`config.mk`:
```
export PLATFORM = sky130hd
export DESIGN_NAME = sram_voice_scheduler
export DESIGN_NICKNAME = d
export VERILOG_FILES = /design/src/rtl/sram_voice_scheduler.sv
export SDC_FILE = /design/constraint.sdc
export NUM_CORES = 1
export LEC_CHECK = 0
export CAP_MARGIN = 20
export CORE_ASPECT_RATIO = 0.9
export CORE_UTILIZATION = 40
export CTS_BUF_LIST = sky130_fd_sc_hd__clkbuf_4 sky130_fd_sc_hd__clkbuf_8 sky130_fd_sc_hd__clkbuf_16
export CTS_CLUSTER_SIZE = 8
export DETAILED_ROUTE_END_ITERATION = 8
export PLACE_DENSITY_LB_ADDON = 0.25
export SLEW_MARGIN = 40
export SYNTH_ARGS = -nofsm -noshare
export SYNTH_HDL_FRONTEND = slang
export SYNTH_SLANG_ARGS = --single-unit
```
`constraint.sdc`:
```
create_clock -name Clk -period 6.1 [get_ports Clk]
set_input_delay 1.22 -clock Clk [delete_from_list [all_inputs] [get_ports Clk]]
set_output_delay 1.22 -clock Clk [all_outputs]
set_load 0.005 [all_outputs]
```
`src/rtl/sram_voice_scheduler.sv`:
```
// Shares one async SRAM read port among NUM_VOICES one-shot sample voices.
// Each sample tick reads one word per active voice, mixes with saturation and emits one audio word.
module sram_voice_scheduler_lane #(
    parameter int ADDR_W = 20
) (
    input  logic              Clk,
    input  logic              Reset,
    input  logic              tick,
    input  logic              req,
    input  logic              capt,
    input  logic [ADDR_W-1:0] len,
    output logic [ADDR_W-1:0] rd_offset,
    output logic              active
);
    logic [ADDR_W-1:0] offset;
    logic              done, prev_req, rise, done_next;

    assign rise      = req & ~prev_req;
    assign done_next = req & prev_req & done;
    assign active    = req & ~done_next & (len != '0);
    // A voice restarting on this tick must read offset 0 before the register catches up.
    assign rd_offset = (tick & rise) ? '0 : offset;

    always_ff @(posedge Clk or posedge Reset) begin
        if (Reset) begin
            offset   <= '0;
            done     <= 1'b0;
            prev_req <= 1'b0;
        end else if (tick) begin
            prev_req <= req;
            if (rise) begin
                offset <= '0;
                done   <= 1'b0;
            end else if (!req) begin
                done <= 1'b0;
            end
        end else if (capt) begin
            if (offset == len - ADDR_W'(1)) done   <= 1'b1;
            else                            offset <= offset + ADDR_W'(1);
        end
    end
endmodule

module sram_voice_scheduler #(
    parameter int NUM_VOICES = 4,
    parameter int ADDR_W     = 20,
    parameter int DATA_W     = 16,
    parameter int READ_WAIT  = 2
) (
    input  logic                         Clk,
    input  logic                         Reset,
    input  logic                         sample_tick,
    input  logic [NUM_VOICES-1:0]        voice_req,
    input  logic [NUM_VOICES*ADDR_W-1:0] voice_base,
    input  logic [NUM_VOICES*ADDR_W-1:0] voice_len,
    input  logic [DATA_W-1:0]            sram_data,
    output logic [ADDR_W-1:0]            sram_addr,
    output logic                         OE,
    output logic [DATA_W-1:0]            audio_data,
    output logic                         sample_valid,
    output logic                         busy,
    output logic                         overrun,
    output logic [NUM_VOICES-1:0]        voice_active
);
    localparam int VI_W  = (NUM_VOICES > 1) ? $clog2(NUM_VOICES) : 1;
    localparam int ACC_W = DATA_W + $clog2(NUM_VOICES);
    localparam int WC_W  = $clog2(READ_WAIT + 1);
    localparam logic signed [ACC_W-1:0] SAT_MAX = ACC_W'(2**(DATA_W-1) - 1);
    localparam logic signed [ACC_W-1:0] SAT_MIN = ~SAT_MAX;

    typedef enum logic [2:0] {S_IDLE, S_ADDR, S_WAIT, S_CAPT, S_OUT} state_t;

    state_t                               state, state_nxt;
    logic [VI_W-1:0]                      cur, sel;
    logic                                 found;
    logic [NUM_VOICES-1:0]                active_nxt, sel_mask;
    logic [WC_W-1:0]                      wait_cnt;
    logic signed [ACC_W-1:0]              acc, acc_sum, acc_fin;
    logic [NUM_VOICES-1:0][ADDR_W-1:0]    base_arr, len_arr, rd_off;
    logic                                 tick_idle;

    assign base_arr  = voice_base;
    assign len_arr   = voice_len;
    assign tick_idle = sample_tick & (state == S_IDLE);

    for (genvar i = 0; i < NUM_VOICES; i++) begin : g_lane
        sram_voice_scheduler_lane #(.ADDR_W(ADDR_W)) u_lane (
            .Clk       (Clk),
            .Reset     (Reset),
            .tick      (tick_idle),
            .req       (voice_req[i]),
            .capt      ((state == S_CAPT) && (cur == VI_W'(i))),
            .len       (len_arr[i]),
            .rd_offset (rd_off[i]),
            .active    (active_nxt[i])
        );
    end

    function automatic logic [DATA_W-1:0] sat(input logic signed [ACC_W-1:0] v);
        if (v > SAT_MAX)      return {1'b0, {(DATA_W-1){1'b1}}};
        else if (v < SAT_MIN) return {1'b1, {(DATA_W-1){1'b0}}};
        else                  return v[DATA_W-1:0];
    endfunction

    assign acc_sum = acc + ACC_W'($signed(sram_data));
    assign acc_fin = (state == S_CAPT) ? acc_sum : acc;

    // Next voice to read: lowest active at a tick, otherwise next higher than the current one.
    always_comb begin
        sel_mask = (state == S_IDLE) ? active_nxt : voice_active;
        found    = 1'b0;
        sel      = '0;
        for (int i = 0; i < NUM_VOICES; i++) begin
            if (!found && sel_mask[i] && ((state == S_IDLE) || (VI_W'(i) > cur))) begin
                found = 1'b1;
                sel   = VI_W'(i);
            end
        end
    end

    always_comb begin
        state_nxt = state;
        case (state)
            S_IDLE:  if (sample_tick) state_nxt = found ? S_ADDR : S_OUT;
            S_ADDR:  state_nxt = S_WAIT;
            S_WAIT:  if (wait_cnt == WC_W'(READ_WAIT - 1)) state_nxt = S_CAPT;
            S_CAPT:  state_nxt = found ? S_ADDR : S_OUT;
            S_OUT:   state_nxt = S_IDLE;
            default: state_nxt = S_IDLE;
        endcase
    end

    assign OE           = !((state == S_ADDR) || (state == S_WAIT) || (state == S_CAPT));
    assign busy         = (state != S_IDLE);
    assign sample_valid = (state == S_OUT);

    always_ff @(posedge Clk or posedge Reset) begin
        if (Reset) begin
            state        <= S_IDLE;
            cur          <= '0;
            wait_cnt     <= '0;
            acc          <= '0;
            sram_addr    <= '0;
            audio_data   <= '0;
            overrun      <= 1'b0;
            voice_active <= '0;
        end else begin
            state <= state_nxt;
            if (sample_tick && (state != S_IDLE)) overrun <= 1'b1;
            if (tick_idle) voice_active <= active_nxt;
            if (state_nxt == S_ADDR) begin
                cur       <= sel;
                sram_addr <= base_arr[sel] + rd_off[sel];
            end
            if (state == S_ADDR)      wait_cnt <= '0;
            else if (state == S_WAIT) wait_cnt <= wait_cnt + WC_W'(1);
            if (state == S_CAPT)     acc <= acc_sum;
            else if (state == S_OUT) acc <= '0;
            // Load the mix on entry to OUT so it is valid while sample_valid is high.
            if ((state_nxt == S_OUT) && (state != S_OUT)) audio_data <= sat(acc_fin);
        end
    end
endmodule
```
==> metrics.txt, run 1 <==
status=finished clean; top_reg_cell synth=dfrtp_1; Syn Nets=1933; clock skew=12.8 ps; multi-input logic area=9250 um^2; layout cells sized above 1=0.150; gpl congestion=0.963; sw power=0.00490 W; Tightest Hold Check Type=reg2reg; sequential share of power=0.167; Post-Syn Area per Cell=7.88 um^2; cell taking the most area after synthesis=dfrtp_1; Rel. slew slack=0.401; internal power=0.00544 W; crit path launch=voice_len[72]; YS warnings=0; IO buf count=226; Top Ports=227; CTS Buf Count=17; Slew Limit Fails=0; Core Region=32900 um^2; Detail Route Antenna Nets=0; antenna violations before repair=1; Logic pwr share=0.733; FILL cells=3056; clk_lat worst skew=440 ps; Yosys cell types=85; Initial Util=0.407; Syn Inst Count=1702; Pleak=7.71 nW; Clk pin slew, worst setup/hold paths=70 ps; total chip power=0.0103 W; Layout Nets=2277; R2R Path Start=state[2]; fin crit share=0.975; Via density=5.82; drt wl/cell=18.6 um; Pre-Repair DR Iteration Count=6; commonest non-fill, non-tap cell in the layout=nand2_1; CP Launch Type=primary input; clock sinks=154; CTS tree=yes; endpoint class of the critical path=register; Row Count=63; Overall Global Routing Usage=0.267; CTS root buffer=clkbuf_16; CP required=6430 ps; Iter 0 DRT Violations=1392; commonest non-fill, non-tap cells in the layout=260 x nand2_1, 218 x clkdlybuf4s50_1, 182 x buf_4; pwr dens=572 nW/um^2; Final setup viols=0; f_max=168 MHz; vias=14400; Synth Cell Area=13400 um^2; Async SR Flop Fraction=1.00; CTS Hold Buffers Added=0; Final min period=5950 ps; post-DP HPWL=35900 um; Tightest Pin Transition=889 ps; Sw Share=0.474; Area growth syn-to-layout=34.6%; die width=195 um; die height=176 um; MaxCap Viol Count=0; Crit Path Class=in2reg; IR drop worst, VDD=0.457 mV; Reg area=3850 um^2; crit-path max FO=3; grt ovf=0; H-tree depth=4; largest net degree at the start of global routing=62; # DRC=0; global-route wire length before repair=73200 um; number of synthesized flops with an enable pin=0; Yosys reg bits=154; Hold Crit Start=overrun; fin area=18100 um^2; Area after DPL=17300 um^2; total die area=34300 um^2; CTS Buffer Depth=2; final hold violation count=0; Area contributors post-synth=dfrtp_1 29%, nand2_1 7.3%, xnor2_1 6.5%; Core Util, Final=0.548; vias in the first global route=13700; Total Wirelength=46200 um; Seq/Total Area, Yosys=0.287; top-area cell type share of the netlist area=0.287; CP Data Arrival Time=6280 ps; clock power share=0.100
## cells in the mapped netlist, types with 15 or more instances
cell type  number
mux2i_1        28
xor2_1         50
o31ai_1        15
and3_1         50
nand3_1        60
nand4_1        19
a311oi_1       18
and2_1         16
nand2b_1       23
nor3_1         53
nor3b_1        15
nor2_1        146
dfrtp_1       154
inv_1          42
ha_1           46
o21ai_0        70
a221oi_1       21
or4_1          22
a21oi_1        74
o22ai_1        20
clkbuf_1       74
a31oi_1        43
nor4_1         23
or3_1          28
a21o_1         31
xnor2_1        99
nand2_1       261
## state kept, by name, indices dropped and copies added (netlist names)
name                    cells
g_lane.u_lane.prev_req      4
voice_active                4
acc                        18
overrun                     1
sram_addr                  20
audio_data                 16
cur                         2
wait_cnt                    2
g_lane.u_lane.offset       80
g_lane.u_lane.done          4
state                       3
## stage by stage
step	setup slack [ps]	hold slack (ps)	setup TNS (ps)	instances
global route	-3.18	506	-3.18	2482
floorplan	0.244	451	0	1702
CTS	16.8	470	0	2477
global placement	-508	443	-3610	2444
finish	155	464	0	2482
detailed placement	-663	455	-4880	2444
## power groups by stage
stage                     Clock, W  Combinational [W]  Sequential [W]
final                      0.00104            0.00758         0.00172
after global routing       0.00109            0.00829         0.00176
after CTS                  0.00105            0.00722         0.00171
after detailed placement         0            0.00713         0.00173
after global placement           0            0.00702         0.00172
after floorplan                  0            0.00436         0.00155
## cell families after synthesis
logic type	count (synthesis)	share of synthesized area
mux	37	0.0285
compound gates	412	0.216
xor+xnor	149	0.0973
flops	154	0.287
fa+ha+maj	48	0.0459
buf+inv	130	0.0385
simple gates	772	0.287
## critical path: stages
cell and delay [ps]:
clkdlybuf4s50_1 430, or4_1 580, or4b_4 620, nor2_1 190, o311a_1 230, or2_1 160, buf_4 120, buf_4 100
nand3_1 100, a31oi_1 270, ha_1 290, a21o_1 180, a311o_1 390, a211oi_2 280, o21a_1 200, a311oi_2 130
a31oi_2 240, o21ai_1 110, and3_1 180, o31a_1 260
## per-layer routing
layer  up-vias  GRT usage  wire length, um
met4         0     0.0951             1120
met1      6990      0.355            20400
met5         -          0                0
met2       443      0.434            22000
met3        69     0.0495             2640
li1       6932          -                -
## path summary, 6_finish.rpt
| path | endpoint | slack [ps] | cells after the start |
|---|---|---|---|
| setup / recovery | sram_addr[19] | 150 | 20 |
| hold / removal | overrun | 460 | 1 |
| setup reg to reg | sram_addr[19] | 1180 | 20 |
| hold reg to reg | overrun | 460 | 1 |
| max in group asynchronous | sram_addr[16] | 3910 | 3 |
| min in group asynchronous | acc[8] | 1220 | 2 |
## area by class of cell
cell class / count / share of cell area
multi-input combinational: 1418 / 0.512
sequential: 154 / 0.213
timing repair buffer: 413 / 0.205
tap: 422 / 0.0292
clock buffer: 18 / 0.0243
inverter: 42 / 0.00901
clock inverter: 14 / 0.00631
antenna: 1 / 0.000139
## repair_timing
action / CTS / global route
cloned: 0 / 0
gates resized for setup: 6 / 38
endpoints found under the setup margin: 7 / 8
buffers inserted: 1 / 4
pin swaps: 3 / 24
(Power assumes the default switching activity.)
==> run 2: changes to the inputs <==
--- a/config.mk
+++ b/config.mk
@@ -12,7 +12,7 @@
 export CTS_CLUSTER_SIZE = 8
 export DETAILED_ROUTE_END_ITERATION = 8
 export PLACE_DENSITY_LB_ADDON = 0.25
-export SLEW_MARGIN = 40
+export SLEW_MARGIN = 20
 export SYNTH_ARGS = -nofsm -noshare
 export SYNTH_HDL_FRONTEND = slang
 export SYNTH_SLANG_ARGS = --single-unit
==> run 2 against run 1 <==
  * Highest routed layer unchanged
  * Hold slack hardly changed
  * Wire length fell by 0.32%
  * Clock skew increased by 0.79 ps
==> metrics.txt, run 2 (synthesis results as in run 1) <==
largest net degree at the start of global routing=62 (unchanged); fin crit share=0.978 (was 0.975); CP Data Arrival Time=6280 ps (about the same); die width=195 um (unchanged); biggest regs=g_lane.u_lane.offset x80, sram_addr x20, acc x18 (unchanged); Overall Global Routing Usage=0.264 (was 0.267); Layout Nets=2277 (unchanged); Pleak=7.71 nW (about the same); CTS root buffer=clkbuf_16 (unchanged); Clk pin slew, worst setup/hold paths=70 ps (about the same); final hold slack=464 ps (about the same); # DRC=0 (unchanged); Antenna diodes=0 (was 1); layout cells sized above 1=0.149 (was 0.150); Core Region=32900 um^2 (unchanged); crit-path max FO=4 (was 3); Max stage delay on crit path=490 ps (was 620 ps); Logic pwr share=0.732 (was 0.733); vias=14400 (about the same); IR drop worst, VDD=0.454 mV (was 0.457 mV); sequential share of power=0.165 (was 0.167); CTS tree=yes (unchanged); commonest non-fill, non-tap cell in the layout=nand2_1 (unchanged); R2R depth=20 (unchanged); Iter 0 DRT Violations=1291 (was 1392); antenna violations before repair=0 (was 1); Final WS setup=135 ps (was 155 ps); CP Launch Type=primary input (unchanged); Post-Place Setup Slack=-667 ps (was -663 ps); CTS Hold Buffers Added=0 (unchanged); crit-path cells=clkdlybuf4s50_1, or4_4, or2_4, o41ai_4, buf_4, o21bai_2, or2_4, and3_1, a311oi_2, nor2_1, ha_2, buf_4, a21o_1, a311o_1, a211oi_2, o21a_1, a311oi_2, a31oi_1, o21ai_1, and3_1, o31a_1 (was clkdlybuf4s50_1, or4_1, or4b_4, nor2_1, o311a_1, or2_1, buf_4, buf_4, nand3_1, a31oi_1, ha_1, a21o_1, a311o_1, a211oi_2, o21a_1, a311oi_2, a31oi_2, o21ai_1, and3_1, o31a_1); Slew Limit Fails=0 (unchanged); IO buf count=226 (unchanged); status=finished clean (unchanged); endpoint class of the critical path=register (unchanged); die height=176 um (unchanged); Crit Path Class=in2reg (unchanged); Detail Route Antenna Nets=0 (unchanged); clock skew=13.6 ps (was 12.8 ps); commonest non-fill, non-tap cells in the layout=260 x nand2_1, 218 x clkdlybuf4s50_1, 184 x buf_4 (was 260 x nand2_1, 218 x clkdlybuf4s50_1, 182 x buf_4); Setup TNS=0 ps (unchanged); Rel. slew slack=0.276 (was 0.401); f_max=168 MHz (about the same); post-DP HPWL=35800 um (was 35900 um); Area growth syn-to-layout=34.7% (was 34.6%); hold depth=1 (unchanged); clock sinks=154 (unchanged); Total Wirelength=46000 um (was 46200 um); Largest register FFs=80 (unchanged); Tightest Pin Transition=1090 ps (was 889 ps); Top Ports=227 (unchanged); sw power=0.00487 W (was 0.00490 W); internal power=0.00554 W (was 0.00544 W); gpl congestion=0.963 (unchanged); Area after DPL=17300 um^2 (about the same); Via density=5.80 (was 5.82); Top reg by flops=g_lane.u_lane.offset (unchanged); pwr dens=576 nW/um^2 (was 572 nW/um^2); total die area=34300 um^2 (unchanged); H-tree depth=4 (unchanged); Cells after DPL=2444 (unchanged); clk_lat worst skew=430 ps (was 440 ps); Initial Util=0.407 (unchanged); vias in the first global route=13600 (was 13700); Final min period=5960 ps (was 5950 ps); global-route wire length before repair=72500 um (was 73200 um); CTS Buffer Depth=2 (unchanged); Final setup viols=0 (unchanged); fin area=18100 um^2 (about the same); drt wl/cell=18.6 um (about the same); slowest CP cell=or4_4 (was or4b_4); final hold violation count=0 (unchanged); Cell Count, Final, Fillers Out=2480 (was 2482); MaxCap Viol Count=0 (unchanged); grt ovf=0 (unchanged); CTS Buf Count=17 (unchanged); Tightest Hold Check Type=reg2reg (unchanged); clock power share=0.102 (was 0.100); Sw Share=0.468 (was 0.474); Pre-Repair DR Iteration Count=7 (was 6); Row Count=63 (unchanged); CP required=6410 ps (was 6430 ps)
[run 2: cell count changes in the layout (fill, tap and decap cells not counted), moves of 2 or more]
cell        change
buf_4           +2
buf_6           -2
bufinv_16       +2
clkbuf_4        +2
clkinv_2        +2
clkinv_4        -2
clkinvlp_4      +2
inv_6           -5
[run 2: final cells by class]
cell class / count / area [um^2]
Clock buffer: 19 / 440
Clock inverter: 12 / 126
Fill cell: 3039 / 14900
Inverter: 42 / 163
Multi-Input combinational cell: 1418 / 9260
Sequential cell: 154 / 3850
Tap cell: 422 / 528
Timing Repair Buffer: 413 / 3700
[run 2: path summary, 6_finish.rpt]
path | startpoint | end | slack [ps]
min in group asynchronous | Reset | acc[8] | 1220
worst min register to register | overrun | overrun | 460
worst max-delay path | voice_len[4] | sram_addr[19] | 140
max in group asynchronous | Reset | g_lane[2].u_lane.offset[6] | 3660
worst max register to register | state[2] | sram_addr[19] | 1130
worst min-delay path | overrun | overrun | 460
[run 2: what timing repair did]
action                                  4_1_cts  5_1_grt
hold endpoints to repair                      0        0
gates resized for setup                       7       37
buffers inserted                              0        5
gates cloned                                  0        0
endpoints found under the setup margin        7        8
pin swaps                                     6       30
[run 2: critical path: cells and delay by family]
kind                       cells  cell delay [ps]
AOI/OAI and AO/OA             11             2610
and+or+nand+nor                6             1470
buffers and inverters          3              780
adders and majority gates      1              190
[run 2: power by group through the flow]
stage	sequential, W	combinational [W]	clock, W
2_1_floorplan	0.00155	0.00436	0
3_3_place_gp	0.00172	0.00702	0
3_5_place_dp	0.00173	0.00713	0
4_1_cts	0.00171	0.00724	0.00108
5_1_grt	0.00176	0.00831	0.00111
6_report	0.00172	0.00762	0.00107
[run 2: metal layers]
metal  global-route usage  vias up  part of all wire
met5                    0        -                 0
met4               0.0820        0             0.028
met3               0.0378       89             0.049
met2                0.435      403              0.47
met1                0.357     6972              0.45
li1                     -     6925                 -
[run 2: stage by stage]
step	utilization	total power, W
5_1_grt	0.548	0.0112
2_1_floorplan	-	0.00591
3_5_place_dp	0.524	0.00886
6_report	0.548	0.0104
3_3_place_gp	0.524	0.00874
4_1_cts	0.542	0.0100
